<file path="src/rtl/hls_mem_harness.sv">
// rtl/hls_mem_harness.sv - memory model, result checker and logic-analyzer log for an HLS core
//
// Serves the single memory port of an HLS-generated core: reads complete with a
// fixed latency, writes land in a modelled memory, and writes into the result
// window are compared against a preloaded expected table. Every write is logged
// through a small FIFO and shifted out LSB first on the la_* pins.
//
// Ports:
//   clk, reset                 clock, asynchronous active-low reset
//   init_we/sel/idx/data       preload of memory (sel=0) or expected table (sel=1), only while !core_start
//   core_start                 core running
//   mem_oe/we/addr/wdata/size  core memory request
//   mem_rdata, mem_data_rdy    read data and one-cycle completion pulse
//   core_done                  core finished
//   pass, fail, err_code       sticky verdict and first error cause
//   la_clk, la_data, la_frame  serial write log
module hls_mem_harness #(
    parameter int                ADDR_W      = 64,
    parameter int                DATA_W      = 64,
    parameter logic [ADDR_W-1:0] MEM_BASE    = 64'h4000_0000,
    parameter int                MEM_WORDS   = 64,
    parameter int                NUM_RESULTS = 2,
    parameter logic [ADDR_W-1:0] RES_BASE    = 64'h4000_0100,
    parameter int                RD_LAT      = 1,
    parameter int                FIFO_DEPTH  = 4,
    parameter int                SER_DIV     = 4
) (
    input  logic              clk,
    input  logic              reset,
    input  logic              init_we,
    input  logic              init_sel,
    input  logic [$clog2((MEM_WORDS > NUM_RESULTS) ? MEM_WORDS : NUM_RESULTS)-1:0] init_idx,
    input  logic [DATA_W-1:0] init_data,
    input  logic              core_start,
    input  logic              mem_oe,
    input  logic              mem_we,
    input  logic [ADDR_W-1:0] mem_addr,
    input  logic [DATA_W-1:0] mem_wdata,
    input  logic [11:0]       mem_size,
    output logic [DATA_W-1:0] mem_rdata,
    output logic              mem_data_rdy,
    input  logic              core_done,
    output logic              pass,
    output logic              fail,
    output logic [2:0]        err_code,
    output logic              la_clk,
    output logic              la_data,
    output logic              la_frame
);

    localparam int BSH      = $clog2(DATA_W / 8);
    localparam int MW       = $clog2(MEM_WORDS);
    localparam int RW       = (NUM_RESULTS > 1) ? $clog2(NUM_RESULTS) : 1;
    localparam int FW       = $clog2(FIFO_DEPTH);
    localparam int DVW      = $clog2(SER_DIV);
    localparam int BTW      = $clog2(DATA_W);
    localparam int RES_IDX0 = int'((RES_BASE - MEM_BASE) >> BSH);

    typedef enum logic [1:0] {A_IDLE, A_BUSY, A_RESP} a_state_t;
    typedef enum logic [1:0] {S_IDLE, S_SHIFT, S_GAP} s_state_t;

    a_state_t a_state, a_next;
    s_state_t s_state, s_next;

    logic [DATA_W-1:0] mem     [MEM_WORDS];
    logic [DATA_W-1:0] exp_mem [NUM_RESULTS];
    logic [DATA_W-1:0] fifo_mem[FIFO_DEPTH];

    logic [ADDR_W-1:0] offset, idx_full;
    logic              in_win, in_res, res_match;
    logic [RW-1:0]     res_sel;
    logic              acc_req, wr_acc;
    logic [2:0]        err_now;

    logic [2:0]        lat_cnt;
    logic              acc_rd;
    logic [DATA_W-1:0] rd_word;

    logic [FW:0]       wr_ptr, rd_ptr;
    logic              fifo_empty, fifo_full, fifo_pop, log_push, log_drop;

    logic [DVW-1:0]    div_cnt;
    logic [BTW-1:0]    bit_cnt;
    logic [DATA_W-1:0] shreg;
    logic              div_last, bit_last;

    logic [NUM_RESULTS-1:0] matched;
    logic                   done_seen;

    // ---------------- address decode ----------------
    assign offset   = mem_addr - MEM_BASE;
    assign idx_full = offset >> BSH;
    assign in_win   = (mem_addr >= MEM_BASE)
                   && ((offset & ADDR_W'(DATA_W / 8 - 1)) == '0)
                   && (idx_full < ADDR_W'(MEM_WORDS));
    assign in_res   = in_win
                   && (idx_full >= ADDR_W'(RES_IDX0))
                   && (idx_full < ADDR_W'(RES_IDX0 + NUM_RESULTS));
    assign res_sel   = RW'(idx_full - ADDR_W'(RES_IDX0));
    assign res_match = (mem_wdata == exp_mem[res_sel]);

    // A request is only sampled in IDLE; oe&we together is handled as a write.
    assign acc_req = (a_state == A_IDLE) && (mem_oe || mem_we);
    assign wr_acc  = acc_req && mem_we;

    // Lowest code wins when several causes coincide.
    always_comb begin
        err_now = 3'd0;
        if (acc_req) begin
            if (wr_acc && in_res && !res_match)   err_now = 3'd1;
            else if (!in_win)                     err_now = 3'd2;
            else if (mem_size != 12'(DATA_W))     err_now = 3'd3;
            else if (mem_oe && mem_we)            err_now = 3'd4;
        end
        if (err_now == 3'd0 && log_drop)          err_now = 3'd5;
    end

    // ---------------- storage (not reset) ----------------
    always_ff @(posedge clk) begin
        if (wr_acc && in_win)
            mem[idx_full[MW-1:0]] <= mem_wdata;
        else if (init_we && !core_start && !init_sel && int'(init_idx) < MEM_WORDS)
            mem[init_idx[MW-1:0]] <= init_data;
    end

    always_ff @(posedge clk) begin
        if (init_we && !core_start && init_sel && int'(init_idx) < NUM_RESULTS)
            exp_mem[init_idx[RW-1:0]] <= init_data;
    end

    always_ff @(posedge clk) begin
        if (log_push)
            fifo_mem[wr_ptr[FW-1:0]] <= mem_wdata;
    end

    // ---------------- access FSM ----------------
    always_ff @(posedge clk or negedge reset) begin
        if (!reset) a_state <= A_IDLE;
        else        a_state <= a_next;
    end

    always_comb begin
        a_next = a_state;
        case (a_state)
            A_IDLE: if (acc_req) a_next = (RD_LAT == 1) ? A_RESP : A_BUSY;
            A_BUSY: if (lat_cnt == 3'd0) a_next = A_RESP;
            A_RESP: a_next = A_IDLE;
            default: a_next = A_IDLE;
        endcase
    end

    always_comb begin
        mem_data_rdy = (a_state == A_RESP);
        mem_rdata    = (a_state == A_RESP && acc_rd) ? rd_word : '0;
    end

    // BUSY holds RD_LAT-1 cycles so the RESP cycle falls RD_LAT cycles after the request edge.
    always_ff @(posedge clk or negedge reset) begin
        if (!reset) begin
            lat_cnt <= 3'd0;
            acc_rd  <= 1'b0;
            rd_word <= '0;
        end else if (acc_req) begin
            lat_cnt <= 3'((RD_LAT > 1) ? RD_LAT - 2 : 0);
            acc_rd  <= !mem_we;
            rd_word <= (!mem_we && in_win) ? mem[idx_full[MW-1:0]] : '0;
        end else if (a_state == A_BUSY) begin
            lat_cnt <= lat_cnt - 3'd1;
        end
    end

    // ---------------- checker / verdict ----------------
    always_ff @(posedge clk or negedge reset) begin
        if (!reset) begin
            fail      <= 1'b0;
            err_code  <= 3'd0;
            pass      <= 1'b0;
            matched   <= '0;
            done_seen <= 1'b0;
        end else begin
            if (!fail && err_now != 3'd0) begin
                fail     <= 1'b1;
                err_code <= err_now;
            end
            if (wr_acc && in_res && res_match)
                matched[res_sel] <= 1'b1;
            if (core_done)
                done_seen <= 1'b1;
            if ((&matched) && (done_seen || core_done) && !fail && err_now == 3'd0)
                pass <= 1'b1;
        end
    end

    // ---------------- write-log FIFO ----------------
    assign fifo_empty = (wr_ptr == rd_ptr);
    assign fifo_full  = (wr_ptr[FW] != rd_ptr[FW]) && (wr_ptr[FW-1:0] == rd_ptr[FW-1:0]);
    assign fifo_pop   = (s_state == S_IDLE) && !fifo_empty;
    // A full FIFO still accepts a push when the serialiser pops in the same cycle.
    assign log_push   = wr_acc && (!fifo_full || fifo_pop);
    assign log_drop   = wr_acc && fifo_full && !fifo_pop;

    always_ff @(posedge clk or negedge reset) begin
        if (!reset) begin
            wr_ptr <= '0;
            rd_ptr <= '0;
        end else begin
            if (log_push) wr_ptr <= wr_ptr + 1'b1;
            if (fifo_pop) rd_ptr <= rd_ptr + 1'b1;
        end
    end

    // ---------------- serialiser FSM ----------------
    assign div_last = (div_cnt == DVW'(SER_DIV - 1));
    assign bit_last = (bit_cnt == BTW'(DATA_W - 1));

    always_ff @(posedge clk or negedge reset) begin
        if (!reset) s_state <= S_IDLE;
        else        s_state <= s_next;
    end

    always_comb begin
        s_next = s_state;
        case (s_state)
            S_IDLE:  if (!fifo_empty) s_next = S_SHIFT;
            S_SHIFT: if (div_last && bit_last) s_next = S_GAP;
            S_GAP:   if (div_last) s_next = S_IDLE;
            default: s_next = S_IDLE;
        endcase
    end

    // Each bit period starts with la_clk low, so la_data moves on the falling edge.
    always_comb begin
        la_frame = (s_state == S_SHIFT);
        la_clk   = (s_state == S_SHIFT) && (div_cnt >= DVW'(SER_DIV / 2));
        la_data  = (s_state == S_SHIFT) && shreg[0];
    end

    always_ff @(posedge clk or negedge reset) begin
        if (!reset) begin
            div_cnt <= '0;
            bit_cnt <= '0;
            shreg   <= '0;
        end else begin
            case (s_state)
                S_IDLE: begin
                    div_cnt <= '0;
                    bit_cnt <= '0;
                    if (fifo_pop) shreg <= fifo_mem[rd_ptr[FW-1:0]];
                end
                S_SHIFT: begin
                    div_cnt <= div_last ? '0 : div_cnt + 1'b1;
                    if (div_last) begin
                        shreg   <= shreg >> 1;
                        bit_cnt <= bit_cnt + 1'b1;
                    end
                end
                default: begin
                    div_cnt <= div_last ? '0 : div_cnt + 1'b1;
                end
            endcase
        end
    end

endmodule

</file>
<file path="config.mk">
export PLATFORM = sky130hd
export DESIGN_NAME = hls_mem_harness
export DESIGN_NICKNAME = d
export VERILOG_FILES = /design/src/rtl/hls_mem_harness.sv
export SDC_FILE = /design/constraint.sdc
export NUM_CORES = 2
export LEC_CHECK = 0
export ABC_CLOCK_PERIOD_IN_PS = 9800
export CAP_MARGIN = 20
export CORE_MARGIN = 2
export CORE_UTILIZATION = 25
export CTS_CLUSTER_SIZE = 40
export DETAILED_ROUTE_END_ITERATION = 7
export SYNTH_ARGS = -nofsm -noshare
export SYNTH_HDL_FRONTEND = slang
export SYNTH_MEMORY_MAX_BITS = 65536
export SYNTH_SLANG_ARGS = --single-unit
</file>
<file path="constraint.sdc">
create_clock -name clk -period 9.8 [get_ports clk]
set_input_delay 1.47 -clock clk [delete_from_list [all_inputs] [get_ports clk]]
set_output_delay 1.47 -clock clk [all_outputs]
set_load 0.05 [all_outputs]
</file>
# Word-level counts from Yosys, hierarchy flattened
# Memory sizes are Yosys's and may differ from the RTL's.
# Cells that the tools add are included.
# word_totals
memories	3
out_inout_bits	73
register_bits	158
ramBits	4480
wordCells	147
input_bits	218
# op_classes
magnitude_cmp	8
bitwise_logic	1
n_reduce_logical	57
eq_ne	18
addsub	7
n_mux	38
# memory_table
memory	words	width	read_ports	rd_ports_with_merged_regs	write_ports	line_no	text
mem	64	64	1	0	1	65	logic [DATA_W-1:0] mem [MEM_WORDS];
fifo_mem	4	64	1	0	1	67	logic [DATA_W-1:0] fifo_mem[FIFO_DEPTH];
exp_mem	2	64	1	0	1	66	logic [DATA_W-1:0] exp_mem [NUM_RESULTS];
# ops
operator	count
64-bit two-way mux	5
64-bit case mux with 2 select lines	1
64-bit == test	1
64-bit by 31-bit greater-or-equal comparator with 1-bit output (second input constant)	1
64-bit logical NOT	1
64-bit OR reduction	1
64-bit by 31-bit subtractor with 64-bit output (second input constant)	1
61-bit by 6-bit greater-or-equal comparator with 1-bit output (second input constant)	1
61-bit by 6-bit < comparator with 1-bit output (second input constant)	1
61-bit by 7-bit < comparator with 1-bit output (second input constant)	1
1-bit logical AND	31
3-bit two-way mux	8
2-bit two-way mux	7
6-bit two-way mux	2
12-bit by 7-bit != test with 1-bit output (second input constant)	1
6-bit case mux with 2 select lines	1
1-bit two-way mux	11
2-bit != test (second input constant)	5
3-bit logical NOT	3
1-bit logical NOT	8
3-bit by 1-bit adder with 3-bit output (second input constant)	2
6-bit by 1-bit adder with 6-bit output (second input constant)	1
2-bit == test (second input constant)	3
6-bit == test (second input constant)	1
22 further kinds	31

# Longest topological paths before layout
# logic_depth
ltp_word	15
mapped_depth	13
ltp_nobuf	8

# Worst setup path before layout
# Ideal clock, no wire load.
# synth_path
path_type	input -> register
from	in mem_addr[11]
to	mem mem[56][0], enable pin
arrival_ps	6740
path_buffers	2
required_ps	9293
stages	10
setup_slack_ps	2552
setup_time_ps	507
path_cell_list	nor4_2 nand3_1 or4_1 a2111o_1 nor4b_2 buf_4 buf_4 o21ai_1 o31a_1 a21oi_1
# synth_between
elab_chain_len	8
word_cells_on_any_way	13
classes_between	add/sub: 1; order compare: 2; mux: 6; reduce/logical: 4
# synth_rtl
item	line_no	text
start: declaration	37	input logic [ADDR_W-1:0] mem_addr,
64-bit by 31-bit subtractor with 64-bit output / 64-bit by 31-bit greater-or-equal comparator with 1-bit output (equally long branches)	91, 93	
61-bit by 7-bit < comparator with 1-bit output / 1-bit logical AND (equally long branches)	95, 94	
1-bit logical AND (*)	95	&& (idx_full < ADDR_W'(MEM_WORDS));
1-bit logical AND (*)	120	if (wr_acc && in_win)
1-bit two-way mux	120	
1-bit two-way mux (not written as such)	123	mem[init_idx[MW-1:0]] <= init_data;
64-bit OR reduction (no source line)	-	
6-bit two-way mux (no source line) / 1-bit two-way mux (equally long branches)	-	
end: declaration	65	
# Mark *: on every way between the ends. The rest lies on a longest branch, timed or not.

# Worst setup path after layout
# layout_path
from	in mem_addr[59]
to	mem mem[13][19], enable pin
# Same word-level chain as after synthesis.

==> summary.md <==
| Metric | Value |
|---|---|
| Clk_lat worst skew | 1.03 ns |
| Critical path buffers and inverters | 4 |
| Setup CP Type | in -> reg |
| Critical path cell sequence | clkdlybuf4s50_1 > nor3_1 > nand2_1 > a221o_1 > a2111o_1 > nor4b_4 > nor2_4 > buf_4 > mux2i_2 > buf_4 > nor2_4 > buf_4 |
| Element type at the critical path end | flop |
| Tmin final | between 6 and 7 ns |
| Via count | about 90000 |
| Mapped Nets | roughly 8400 |
| Area after DPL | 195000 µm² |
| DRC viols | 0 |
| Initial core utilization | about 25% |
| Most common cell on crit path | buf_4 |
| Io pins | slightly below 300 |
| Pwr Total | 43.1 mW |
| Total CTS buffers | 458 |
| Synthesis warning total | 0 |
| First-pass GRT wire length | approximately 730000 µm |
| Critical Path AT | slightly above 7 ns |
| Design area | ~210000 µm² |
| Pwr dens | just over 200 nW/µm² |
| Routed len/inst | approximately 28 µm |
| Most common cell after layout, fill and taps aside | edfxtp_1 |
| Grt total ovfl | 0 |
| Clock slew at reported path FFs | approximately 0.060 ns |
| PostCTS Resize Cnt | 0 |
| Critical-path top delay cell | buf_4 |
| CTS tree | yes |
| Placer Congestion | between 0.8 and 0.9 |
| Worst R2R End | mem[13][19] |
| Hold Buf Count CTS | 0 |
| Gr usage total | around 14% |
| Pin count of the biggest net entering global routing | around 110 |
| Area grow syn2layout | 17.6% |
| Setup Skew | between 0.09 and 0.1 ns |
| Maximum clock frequency | about 150 MHz |
| Final nets | roughly 9000 |
| Worst R2R Path Depth | 9 |
| Actual slew at the worst max-slew pin | 1.22 ns |
| RR Startpoint | a_state[1] |
| Hpwl dp | 314000 µm |
| Slew headroom | 18.3% |
| Max_cap viols | 0 |
| Crit share post-route | between 60 and 70% |
| Core ar. | between 700000 and 800000 µm² |
| Post-Syn Instances | approximately 8200 |
| Die W | ~850 µm |
| Crit Path Max Fanout | 45 |
| Detailed Route WL | 533000 µm |
| Die area | between 700000 and 800000 µm² |
| Dpl ws | ~2.4 ns |
| RSZ-0062 raised after global routing | false |
| Reg2reg setup slack | around 5.0 ns |
| Part of the Yosys area used for sequential elements | between 70% and 80% |
| Number of synthesized flops with an enable pin | roughly 4500 |
| Postcts setup bufs | 0 |
| Filler cell count | a little under 70000 |
| Final ANT Viol Nets | 0 |
| Setup violations, final | 0 |
| Pleak | around 65 nW |
| CP startpoint kind | primary input |
| Hold Path Class | in -> async |
| Hold Vio Cnt, Final | 0 |
| Number of global-route vias before repair | 88480 |
| Worst vdd ir | about 150 µV |
| Clk root buf | clkbuf_16 |
| Clk buf depth | 4 |
| Via density | around 4.8 |
| Layout cells sized above 1 | 23.5% |
| # rows | 310 |
| Slew Viols, Final | 0 |
| Port bufs | 290 |
| Initial antenna violation count | just over 60 |
| Asr flop ratio synth | about 3.3% |
| #FFs+latches synth | roughly 4600 |
| Fin Setup TNS | 0 ns |
| H-Tree Depth | 5 |
| Initial DRC count | ~12000 |
| Clock net sink count | around 4600 |
| Mapped Area | roughly 180000 µm² |
| Status | finished clean |
| Most frequent cells in the layout | edfxtp_1, mux4_2, mux2i_1 |
| Die Span Y | between 800 and 900 µm |
| CP max stage delay | 0.92 ns |
| PnR worst setup slack | ~3.3 ns |
| Utilization after layout | between 20% and 30% |
| Main flop type after synthesis | edfxtp_1 |
| WP data required | ~10 ns |
| Unique masters post-synth | 65 |
| CP top delay family | simple AND/OR/NAND/NOR gates |
| Syn Area/Cell | between 20 and 25 µm² |
| Drt first pass iters | 6 |
cells in the mapped netlist (5+ instances only):
cell / count / share of area [%]
edfxtp_1: 4480 / 75
mux4_2: 1031 / 13
mux2i_1: 577 / 3.2
clkbuf_1: 251 / 0.53
nor2_1: 214 / 0.45
a21oi_1: 206 / 0.58
nand2_1: 157 / 0.33
dfrtp_1: 154 / 2.2
o21ai_0: 126 / 0.35
a22oi_1: 114 / 0.48
buf_2: 111 / 0.31
a31oi_1: 101 / 0.35
buf_1: 79 / 0.17
xnor2_1: 67 / 0.33
a22o_1: 65 / 0.32
and3_1: 65 / 0.23
mux2_1: 63 / 0.40
a221oi_1: 52 / 0.25
nor3_1: 36 / 0.10
a211oi_1: 32 / 0.13
nor4_1: 28 / 0.098
o211ai_1: 28 / 0.12
buf_4: 23 / 0.097
nor2b_1: 12 / 0.042
nand2b_1: 11 / 0.039
inv_1: 10 / 0.021
nand4_1: 10 / 0.035
ha_1: 8 / 0.056
nor3b_1: 8 / 0.034
mux2_2: 7 / 0.044
nand3_1: 7 / 0.020
and2_1: 6 / 0.021
o21a_1: 6 / 0.025
xor2_1: 6 / 0.029
nand3b_1: 5 / 0.021
or2_2: 5 / 0.018
per-layer routing:
layer / GRT usage [%] / part of all wire, % / vias up
li1: - / - / 35746
met5: 0 / 0.026 / -
met3: 3.27 / 9.6 / 662
met2: 22.5 / 46 / 4594
met1: 19.8 / 41 / 49196
met4: 3.34 / 2.4 / 22
cell families (layout without fill, tap and decap cells):
group / after synthesis / after routing / synth area share, %
AOI/OAI and AO/OA: 753 / 753 / 2.72
xor gates and xnor gates: 73 / 73 / 0.358
muxes: 1683 / 1683 / 16.7
adders and majority gates: 8 / 8 / 0.0560
other: 0 / 21 / 0
and+or+nand+nor: 584 / 584 / 1.56
DFF: 4634 / 4634 / 77.5
buffers and inverters: 475 / 1458 / 1.13
sequential cells by signal (all words and copies together), names as in the netlist, 3 cells and up:
register and cells:
err_code 3, exp_mem 128, shreg 64, mem 4096, rd_ptr 3, fifo_mem 256, rd_word 64, wr_ptr 3
bit_cnt 6
how the worst max path moves through the flow:
stage	start	slack (ns)	cells past startpoint	end
finish	mem_addr[59]	3.31	12	mem[13][19]
global route	mem_addr[59]	3.16	12	mem[13][17]
CTS	mem_addr[59]	3.45	12	mem[13][17]
detailed placement	mem_addr[59]	2.44	12	mem[13][54]
global placement	mem_addr[59]	2.36	11	mem[55][27]
floorplan	mem_addr[11]	2.55	10	mem[56][0]
metrics by stage:
| step | hold WS [ns] | instances |
|---|---|---|
| after detailed placement | 0.452 | 17853 |
| final | 0.468 | 18730 |
| after global routing | 0.483 | 18714 |
| after CTS | 0.438 | 18696 |
| after floorplan | 0.424 | 8210 |
| after global placement | 0.448 | 17845 |
power by group:
group | switching [mW] | internal (mW)
Clock | 7.45 | 10.0
Sequential | 0.193 | 22.2
Combinational | 2.04 | 1.16
area by class of cell:
class | count | area (µm²) | area share (%)
antenna | 21 | 52.6 | 0.0250
clock buffer | 607 | 12500 | 5.95
clock inverter | 236 | 2380 | 1.13
inverter | 10 | 37.5 | 0.0179
multi-input combinational | 3101 | 38800 | 18.5
sequential | 4634 | 138000 | 65.9
tap | 9516 | 11900 | 5.67
timing repair buffer | 605 | 6010 | 2.86
Power figures use the tool's default switching activity.
